### src/rtl/bus_read_arbiter.sv
// bus_read_arbiter
// Two-requester read arbiter in front of a single AXI4 read master (AR + R).
// Requester 0 is the IFU fetch port; requester 1 is the LSU load port.
// Grants are round-robin, and only one transaction is in flight at a time.
// The winning request is latched at grant.
// Each 64-bit R beat is lane-selected down to 32 bits using the latched addr[2].
// Optional feature macro: ARB_TIMEOUT_EN adds an R-wait watchdog. After
// TIMEOUT_CYCLES it answers the requester with rresp 2'b11 and then drains
// the late beat.

module bus_read_arbiter #(
    parameter int ADDR_W         = 32,
    parameter int DATA_W         = 32,
    parameter int TIMEOUT_CYCLES = 1024
) (
    input  logic              clk,
    input  logic              rst,

    input  logic              ifu_arvalid,
    input  logic [ADDR_W-1:0] ifu_araddr,
    output logic              ifu_arready_o,
    output logic              ifu_rvalid_o,
    output logic [DATA_W-1:0] ifu_rdata_o,
    output logic [1:0]        ifu_rresp_o,
    input  logic              ifu_rready,

    input  logic              lsu_arvalid,
    input  logic [ADDR_W-1:0] lsu_araddr,
    input  logic [2:0]        lsu_arsize,
    output logic              lsu_arready_o,
    output logic              lsu_rvalid_o,
    output logic [DATA_W-1:0] lsu_rdata_o,
    output logic [1:0]        lsu_rresp_o,
    input  logic              lsu_rready,

    output logic [ADDR_W-1:0] io_master_araddr,
    output logic              io_master_arvalid,
    input  logic              io_master_arready,
    output logic [3:0]        io_master_arid,
    output logic [7:0]        io_master_arlen,
    output logic [2:0]        io_master_arsize,
    output logic [1:0]        io_master_arburst,
    input  logic              io_master_rvalid,
    output logic              io_master_rready,
    input  logic [63:0]       io_master_rdata,
    input  logic [1:0]        io_master_rresp,
    input  logic [3:0]        io_master_rid,
    input  logic              io_master_rlast
);

`ifdef ARB_TIMEOUT_EN
    typedef enum logic [1:0] {IDLE, ADDR, DATA, DRAIN} state_t;
`else
    typedef enum logic [1:0] {IDLE, ADDR, DATA} state_t;
`endif

    // The lane select needs addr[2], and the response lane is 32 bits wide.
    if (ADDR_W < 3 || DATA_W < 32 || TIMEOUT_CYCLES < 2) begin : g_param_check
        $error("bus_read_arbiter: needs ADDR_W >= 3, DATA_W >= 32, TIMEOUT_CYCLES >= 2");
    end

    state_t            state;
    logic              last_lsu;
    logic [ADDR_W-1:0] lat_addr;
    logic [2:0]        lat_size;
    logic [3:0]        lat_id;

    logic              grant_ifu;
    logic              grant_lsu;
    logic              sel_lsu;
    logic              req_rready;
    logic [31:0]       lane;
    logic              resp_valid;
    logic [31:0]       resp_data;
    logic [1:0]        resp_code;

    // The IDLE arbitration decision is combinational, so the accept pulse
    // lands in the same cycle as the request. last_lsu breaks ties.
    assign grant_ifu = !rst && (state == IDLE) && ifu_arvalid && (!lsu_arvalid || last_lsu);
    assign grant_lsu = !rst && (state == IDLE) && lsu_arvalid && (!ifu_arvalid || !last_lsu);
    assign ifu_arready_o = grant_ifu;
    assign lsu_arready_o = grant_lsu;

    // The AR channel is driven purely from latched fields, so it stays stable
    // while the slave stalls.
    assign io_master_arvalid = (state == ADDR);
    assign io_master_araddr  = lat_addr;
    assign io_master_arid    = lat_id;
    assign io_master_arsize  = lat_size;
    assign io_master_arlen   = 8'd0;
    assign io_master_arburst = 2'b01;

    assign sel_lsu    = lat_id[0];
    assign req_rready = sel_lsu ? lsu_rready : ifu_rready;
    assign lane       = lat_addr[2] ? io_master_rdata[63:32] : io_master_rdata[31:0];

`ifdef ARB_TIMEOUT_EN
    localparam int CNT_W = $clog2(TIMEOUT_CYCLES) + 1;
    localparam logic [CNT_W-1:0] LIMIT = CNT_W'(TIMEOUT_CYCLES - 1);

    logic [CNT_W-1:0] count;
    logic             timed_out;
    logic             expired;

    // A real beat arriving in the expiry cycle wins over the watchdog.
    // Once expired, the synthetic error response is held until the
    // requester accepts it.
    assign expired    = (state == DATA) && (timed_out || ((count == LIMIT) && !io_master_rvalid));
    assign resp_valid = expired || ((state == DATA) && io_master_rvalid);
    assign resp_data  = expired ? 32'h0 : lane;
    assign resp_code  = expired ? 2'b11 : ((io_master_rid != lat_id) ? 2'b10 : io_master_rresp);
    assign io_master_rready = ((state == DATA) && !expired && req_rready) || (state == DRAIN);
`else
    assign resp_valid = (state == DATA) && io_master_rvalid;
    assign resp_data  = lane;
    assign resp_code  = (io_master_rid != lat_id) ? 2'b10 : io_master_rresp;
    assign io_master_rready = (state == DATA) && req_rready;
`endif

    // Route the response to the granted requester only; the other sees zeros.
    always_comb begin
        ifu_rvalid_o = 1'b0;
        ifu_rdata_o  = '0;
        ifu_rresp_o  = 2'b00;
        lsu_rvalid_o = 1'b0;
        lsu_rdata_o  = '0;
        lsu_rresp_o  = 2'b00;
        if (state == DATA) begin
            if (sel_lsu) begin
                lsu_rvalid_o = resp_valid;
                lsu_rdata_o  = DATA_W'(resp_data);
                lsu_rresp_o  = resp_code;
            end else begin
                ifu_rvalid_o = resp_valid;
                ifu_rdata_o  = DATA_W'(resp_data);
                ifu_rresp_o  = resp_code;
            end
        end
    end

    // Transaction FSM: latch at grant, present AR, then forward R until rlast.
    always_ff @(posedge clk) begin
        if (rst) begin
            state    <= IDLE;
            last_lsu <= 1'b1;
            lat_addr <= '0;
            lat_size <= 3'd0;
            lat_id   <= 4'd0;
`ifdef ARB_TIMEOUT_EN
            count     <= '0;
            timed_out <= 1'b0;
`endif
        end else begin
            case (state)
                IDLE: begin
                    if (grant_ifu) begin
                        lat_addr <= ifu_araddr;
                        lat_size <= 3'b010;
                        lat_id   <= 4'd0;
                        last_lsu <= 1'b0;
                        state    <= ADDR;
                    end else if (grant_lsu) begin
                        lat_addr <= lsu_araddr;
                        lat_size <= lsu_arsize;
                        lat_id   <= 4'd1;
                        last_lsu <= 1'b1;
                        state    <= ADDR;
                    end
                end
                ADDR: begin
                    if (io_master_arready) begin
                        state <= DATA;
`ifdef ARB_TIMEOUT_EN
                        count     <= '0;
                        timed_out <= 1'b0;
`endif
                    end
                end
`ifdef ARB_TIMEOUT_EN
                DATA: begin
                    if (expired) begin
                        timed_out <= 1'b1;
                        if (req_rready) begin
                            state <= DRAIN;
                        end
                    end else begin
                        if (io_master_rvalid && req_rready && io_master_rlast) begin
                            state <= IDLE;
                        end
                        if (count != LIMIT) begin
                            count <= count + 1'b1;
                        end
                    end
                end
                DRAIN: begin
                    if (io_master_rvalid && io_master_rlast) begin
                        state <= IDLE;
                    end
                end
`else
                DATA: begin
                    if (io_master_rvalid && req_rready && io_master_rlast) begin
                        state <= IDLE;
                    end
                end
`endif
                default: state <= IDLE;
            endcase
        end
    end

endmodule
### config.mk
export PLATFORM = sky130hd
export DESIGN_NAME = bus_read_arbiter
export DESIGN_NICKNAME = d
export VERILOG_FILES = /design/src/rtl/bus_read_arbiter.sv
export SDC_FILE = /design/constraint.sdc
export NUM_CORES = 1
export LEC_CHECK = 0
export ABC_AREA = 1
export ABC_CLOCK_PERIOD_IN_PS = 1200
export CAP_MARGIN = 0
export CORE_MARGIN = 10
export CORE_UTILIZATION = 29
export CTS_BUF_LIST = sky130_fd_sc_hd__clkbuf_8 sky130_fd_sc_hd__clkbuf_16
export DETAILED_ROUTE_END_ITERATION = 12
export PLACE_DENSITY_LB_ADDON = 0.05
export SLEW_MARGIN = 10
export SYNTH_ARGS = -nofsm -noshare
export SYNTH_HDL_FRONTEND = slang
export SYNTH_SLANG_ARGS = --single-unit
### constraint.sdc
create_clock -name clk -period 1.2 [get_ports clk]
set_input_delay 0.18 -clock clk [delete_from_list [all_inputs] [get_ports clk]]
set_output_delay 0.18 -clock clk [all_outputs]
set_load 0.02 [all_outputs]
Word level (Yosys, flattened, before mapping)

Cells that the tools add are included.

Output and inout port bits: 123
Input bits: 146
Register bits: 42
Logic and storage cells: 58

Equal/unequal tests: 6
Reductions and logical operators: 19
Multiplexer cells: 28

Operators with widths:

| operator                                               | number |
|---|---|
| 2-to-1 mux 32 bit                                      | 7 |
| 2-to-1 mux 2 bit                                       | 9 |
| logical AND 1 bit                                      | 9 |
| 2-to-1 mux 4 bit                                       | 2 |
| 2-to-1 mux 1 bit                                       | 7 |
| 2-to-1 mux 3 bit                                       | 2 |
| one-hot mux 2 bit (3 select lines)                     | 1 |
| zero test 1 bit                                        | 4 |
| inequality test 2 x 1 -> 1 bit (second input constant) | 2 |
| inequality test 4 bit                                  | 1 |
| inequality test 3 bit (second input constant)          | 1 |
| AND reduction 3 bit                                    | 1 |
| == test 2 x 1 -> 1 bit (second input constant)         | 1 |
| == test 2 bit (second input constant)                  | 1 |
| zero test 2 bit                                        | 1 |
| logical OR 1 bit                                       | 2 |
| AND reduction 2 bit                                    | 1 |
| nonzero test 2 bit                                     | 1 |

Longest topological paths before layout

Depth in word-level cells: 7
Depth in mapped cells: 10
Depth with buffers taken out: 8

Worst setup path before layout

No wires, ideal clock.

Path kind: reg-to-output
From: register lat_id[0] (netlist: io_master_arid[0])
To: output port lsu_rdata_o[10]
Stages on the path, launching flop included: 6
Setup slack: -0.332 ns
Arrival: 1.352 ns
Path buffers: 1
Data required time: 1.020 ns
Cells stage by stage: dfxtp_1 -> inv_1 -> nor2_1 -> inv_2 -> clkbuf_1 -> nor2_1

Longest elaborated chain between the ends: 2

RTL lines:

| item                   | RTL line | text |
|---|---|---|
| start, declared        | 66       | `logic [3:0] lat_id;` |
| start signal, assigned | 148      | `lat_id <= 4'd0;` |
| start signal, assigned | 159      | `lat_id <= 4'd0;` |
| start signal, assigned | 165      | `lat_id <= 4'd1;` |
| 2-to-1 mux 32 bit      | 129      | `if (sel_lsu) begin` |
| 2-to-1 mux 32 bit      | 128      | `if (state == DATA) begin` |
| end, declared          | 32       | `output logic [DATA_W-1:0] lsu_rdata_o,` |

Every way passes these cells.

Worst setup path in the final report

From: register state[1]
To: output port ifu_rdata_o[15]

Longest elaborated chain between the ends: 2

RTL lines:

| item                   | RTL line | text |
|---|---|---|
| start, declared        | 62       | `state_t state;` |
| start signal, assigned | 144      | `state <= IDLE;` |
| start signal, assigned | 161      | `state <= ADDR;` |
| start signal, assigned | 167      | `state <= ADDR;` |
| == test 2 bit          | 128      |  |
| 2-to-1 mux 32 bit      | 128      |  |
| end, declared          | 23       | `output logic [DATA_W-1:0] ifu_rdata_o,` |

Every way passes these cells.

==> results_dict.tcl <==
set metrics [dict create \
    yosysTopAreaCell "dfxtp_1" \
    fin_crit_ns 1.76 \
    utilization 0.809 \
    num_rows 37 \
    drive_gt1_frac 0.450 \
    wl_met3_um 1590 \
    setup_viol 113 \
    synth_cell_types 21 \
    layout.nets 957 \
    status "finished with violations" \
    yosysSeqAreaShare 0.258 \
    synth_top_area_share 0.258 \
    fillCellCount 669 \
    root_buffer "clkbuf_8" \
    place.gp.congestion 0.853 \
    total_power_mw 6.42 \
    dp_cells 886 \
    violations "negative setup slack" \
    maxSlewViolCount 0 \
    yosys-top-cells-area "dfxtp_1 26%, nor2_1 21%, nand2_1 14%" \
    ir_worst_vdd_mv 0.701 \
    grt_pass1_wl_um 26400 \
    cp-start-kind "register" \
    holdPathStages 3 \
    finalNonFillerCells 948 \
    hold_end "io_master_arsize[0]" \
    grt_overflow 0 \
    routed.top_layer "met4" \
    grt_usage 0.223 \
    met2WireLength_um 9890 \
    cp-end-kind "primary output" \
    first_iter_violations 225 \
    cellPowerDensity_nw_per_um2 776 \
    vias 4410 \
    fin_ws_ns -0.555 \
    rrSetupSlack_ns -0.51 \
    fmax_ghz 0.570 \
    synthArstFlopShare 0 \
    synth.cell_area_um2 3030 \
    yosysWarnings 0 \
    setup_tns_ns -49.60 \
    cts.sinks 39 \
    clk_latency_ns 0.29 \
    placed_area_um2 6680 \
    htreeDepth 2 \
    synth_edf_count 0 \
    dieArea_um2 14900 \
    n_antenna_cell 0 \
    critical_path_arrival_ns 1.58 \
    period_share 1.46 \
    start_util 0.296 \
    critPathKind "reg -> out" \
    grt_pass1_vias 4521 \
    ant_nets 0 \
    slowest_delay_ns 0.34 \
    reg2reg_depth 13 \
    ys.flop_type "dfxtp_1" \
    synthCells 498 \
    cts_tree "yes" \
    routed_wl_um 18400 \
    cap_violations 0 \
    hpwl_um 12600 \
    hold_start "lsu_arsize[0]" \
    routed_via_density 4.65 \
    port_buffers 255 \
    cp_slowest_cell "dfxtp_2" \
    synth.ff_latch_count 39 \
    antenna_found_initial 0 \
    syn_area_per_cell_um2 6.08 \
    crit_fanout 6 \
    wl_met1_um 6600 \
    coreArea_um2 10200 \
    firstDrtPassIters 4 \
    p_leak_nw 3.60 \
    die_x_um 122 \
    die_h_um 122 \
    r2r_end "io_master_araddr[12]" \
    worstHoldPathType "in -> reg" \
    fin_skew_ns 0.0122 \
    cts-buffers-inserted 5 \
    pin_count 269 \
    clockBufferDepth 2 \
    worst_ep_required_time_ns 1.02 \
    rsz0062_at_grt "yes" \
    finalHoldViolations 0 \
    drc_errors 0 \
    ys_top_cells_by_count "171 x nor2_1, 109 x nand2_1, 43 x inv_1, 39 x dfxtp_1, 33 x nand3b_1" \
    wl_per_cell_um 19.4 \
    final_area_um2 8280 \
    syn_to_final_growth_pct 173 \
    cts_hold_buf 0 \
    yosysMostFrequentCell "nor2_1" \
    r2r-start "state[1]" \
    grt_max_degree 20 \
    crit_path_cell_trace "inv_2 > nor2_2 > inv_2 > nor2_4 > inv_6 > buf_12 > nor2_2 > buf_4" \
    path_clk_slew_ns 0.09 \
]
power by group:
part | internal (mW) | total, mW | leakage, nW | switching (mW)
Combinational | 2.06 | 3.86 | 3.23 | 1.80
Clock | 0.525 | 1.01 | 0.0548 | 0.482
Sequential | 1.45 | 1.55 | 0.324 | 0.0992
Total | 4.04 | 6.42 | 3.60 | 2.38
critical path: cells and delay by family, from the launching register on:
| family | cells | cell delay, ns |
|---|---|---|
| buf+inv | 5 | 0.52 |
| flops | 1 | 0.34 |
| simple gates | 3 | 0.40 |
worst max-delay path by stage:
stage	startpoint	to	cells after the start
after floorplan	io_master_araddr[2]	ifu_rdata_o[10]	4
after global placement	io_master_rid[1]	ifu_rresp_o[0]	5
after detailed placement	io_master_rid[1]	ifu_rresp_o[0]	5
after CTS	io_master_araddr[2]	ifu_rdata_o[28]	6
after global routing	state[1]	ifu_rdata_o[31]	8
final	state[1]	ifu_rdata_o[15]	8
cell usage in the layout, fill, tap and decap left out, types with 6 or more instances in the layout:
cell type	Yosys	routed
clkbuf_8	0	7
dlygate4sd2_1	0	18
dfxtp_1	39	35
buf_6	13	86
nor2_2	1	28
nand2_4	0	10
conb_1	2	13
buf_4	14	28
clkdlybuf4s50_1	0	145
buf_16	0	17
buf_12	0	18
nor2_1	171	69
nand2_1	109	74
nand3b_1	33	33
nor2_4	0	75
clkbuf_16	0	6
mux2i_4	0	31
nand2_2	3	26
inv_1	43	40
clkdlybuf4s15_1	0	13
through the flow:
step / setup WS [ns] / hold WS (ns)
after global placement: -0.756 / 0.444
after floorplan: -0.0664 / 0.244
after CTS: -0.501 / 0.449
after detailed placement: -0.847 / 0.454
after global routing: -0.586 / 0.471
final: -0.555 / 0.463
timing repair:
item                       4_1_cts  5_1_grt
gates cloned                    18        7
pin swaps                       49       23
setup endpoints to repair      146      126
setup buffers                   28        8
gates resized for setup        594       89
hold endpoints to repair         0        0
logic make-up (layout without fill, tap and decap cells):
kind of cell,Yosys count,after routing,synth area share
AO/OA/AOI/OAI,8,8,0.0157
XOR/XNOR,1,1,0.00289
buffers and inverters,93,396,0.169
flip-flops,39,39,0.258
multiplexers,32,32,0.106
other,2,13,0.00248
AND/OR/NAND/NOR,323,323,0.447
metal layers:
metal / vias to the layer above / track usage
met2: 202 / 0.419
met4: 0 / 0.0538
met1: 2056 / 0.235
li1: 2128 / -
met3: 24 / 0.0731
met5: - / 0
cell type report:
class	count	area (um^2)	share of cell area
clock inverters	1	6.26	0.000756
clock buffers	7	96.3	0.0116
well taps	136	170	0.0206
repair buffers	339	3990	0.482
inverters	49	199	0.0240
multi-input cells	377	3020	0.365
flip-flops and latches	39	791	0.0956
state kept, by name, indices dropped and copies added, names as in the netlist:
signal,cells
io_master_arid,1
io_master_arsize,3
io_master_araddr,32
last_lsu,1
state,2
No activity file was read; power rests on OpenSTA's default activity.
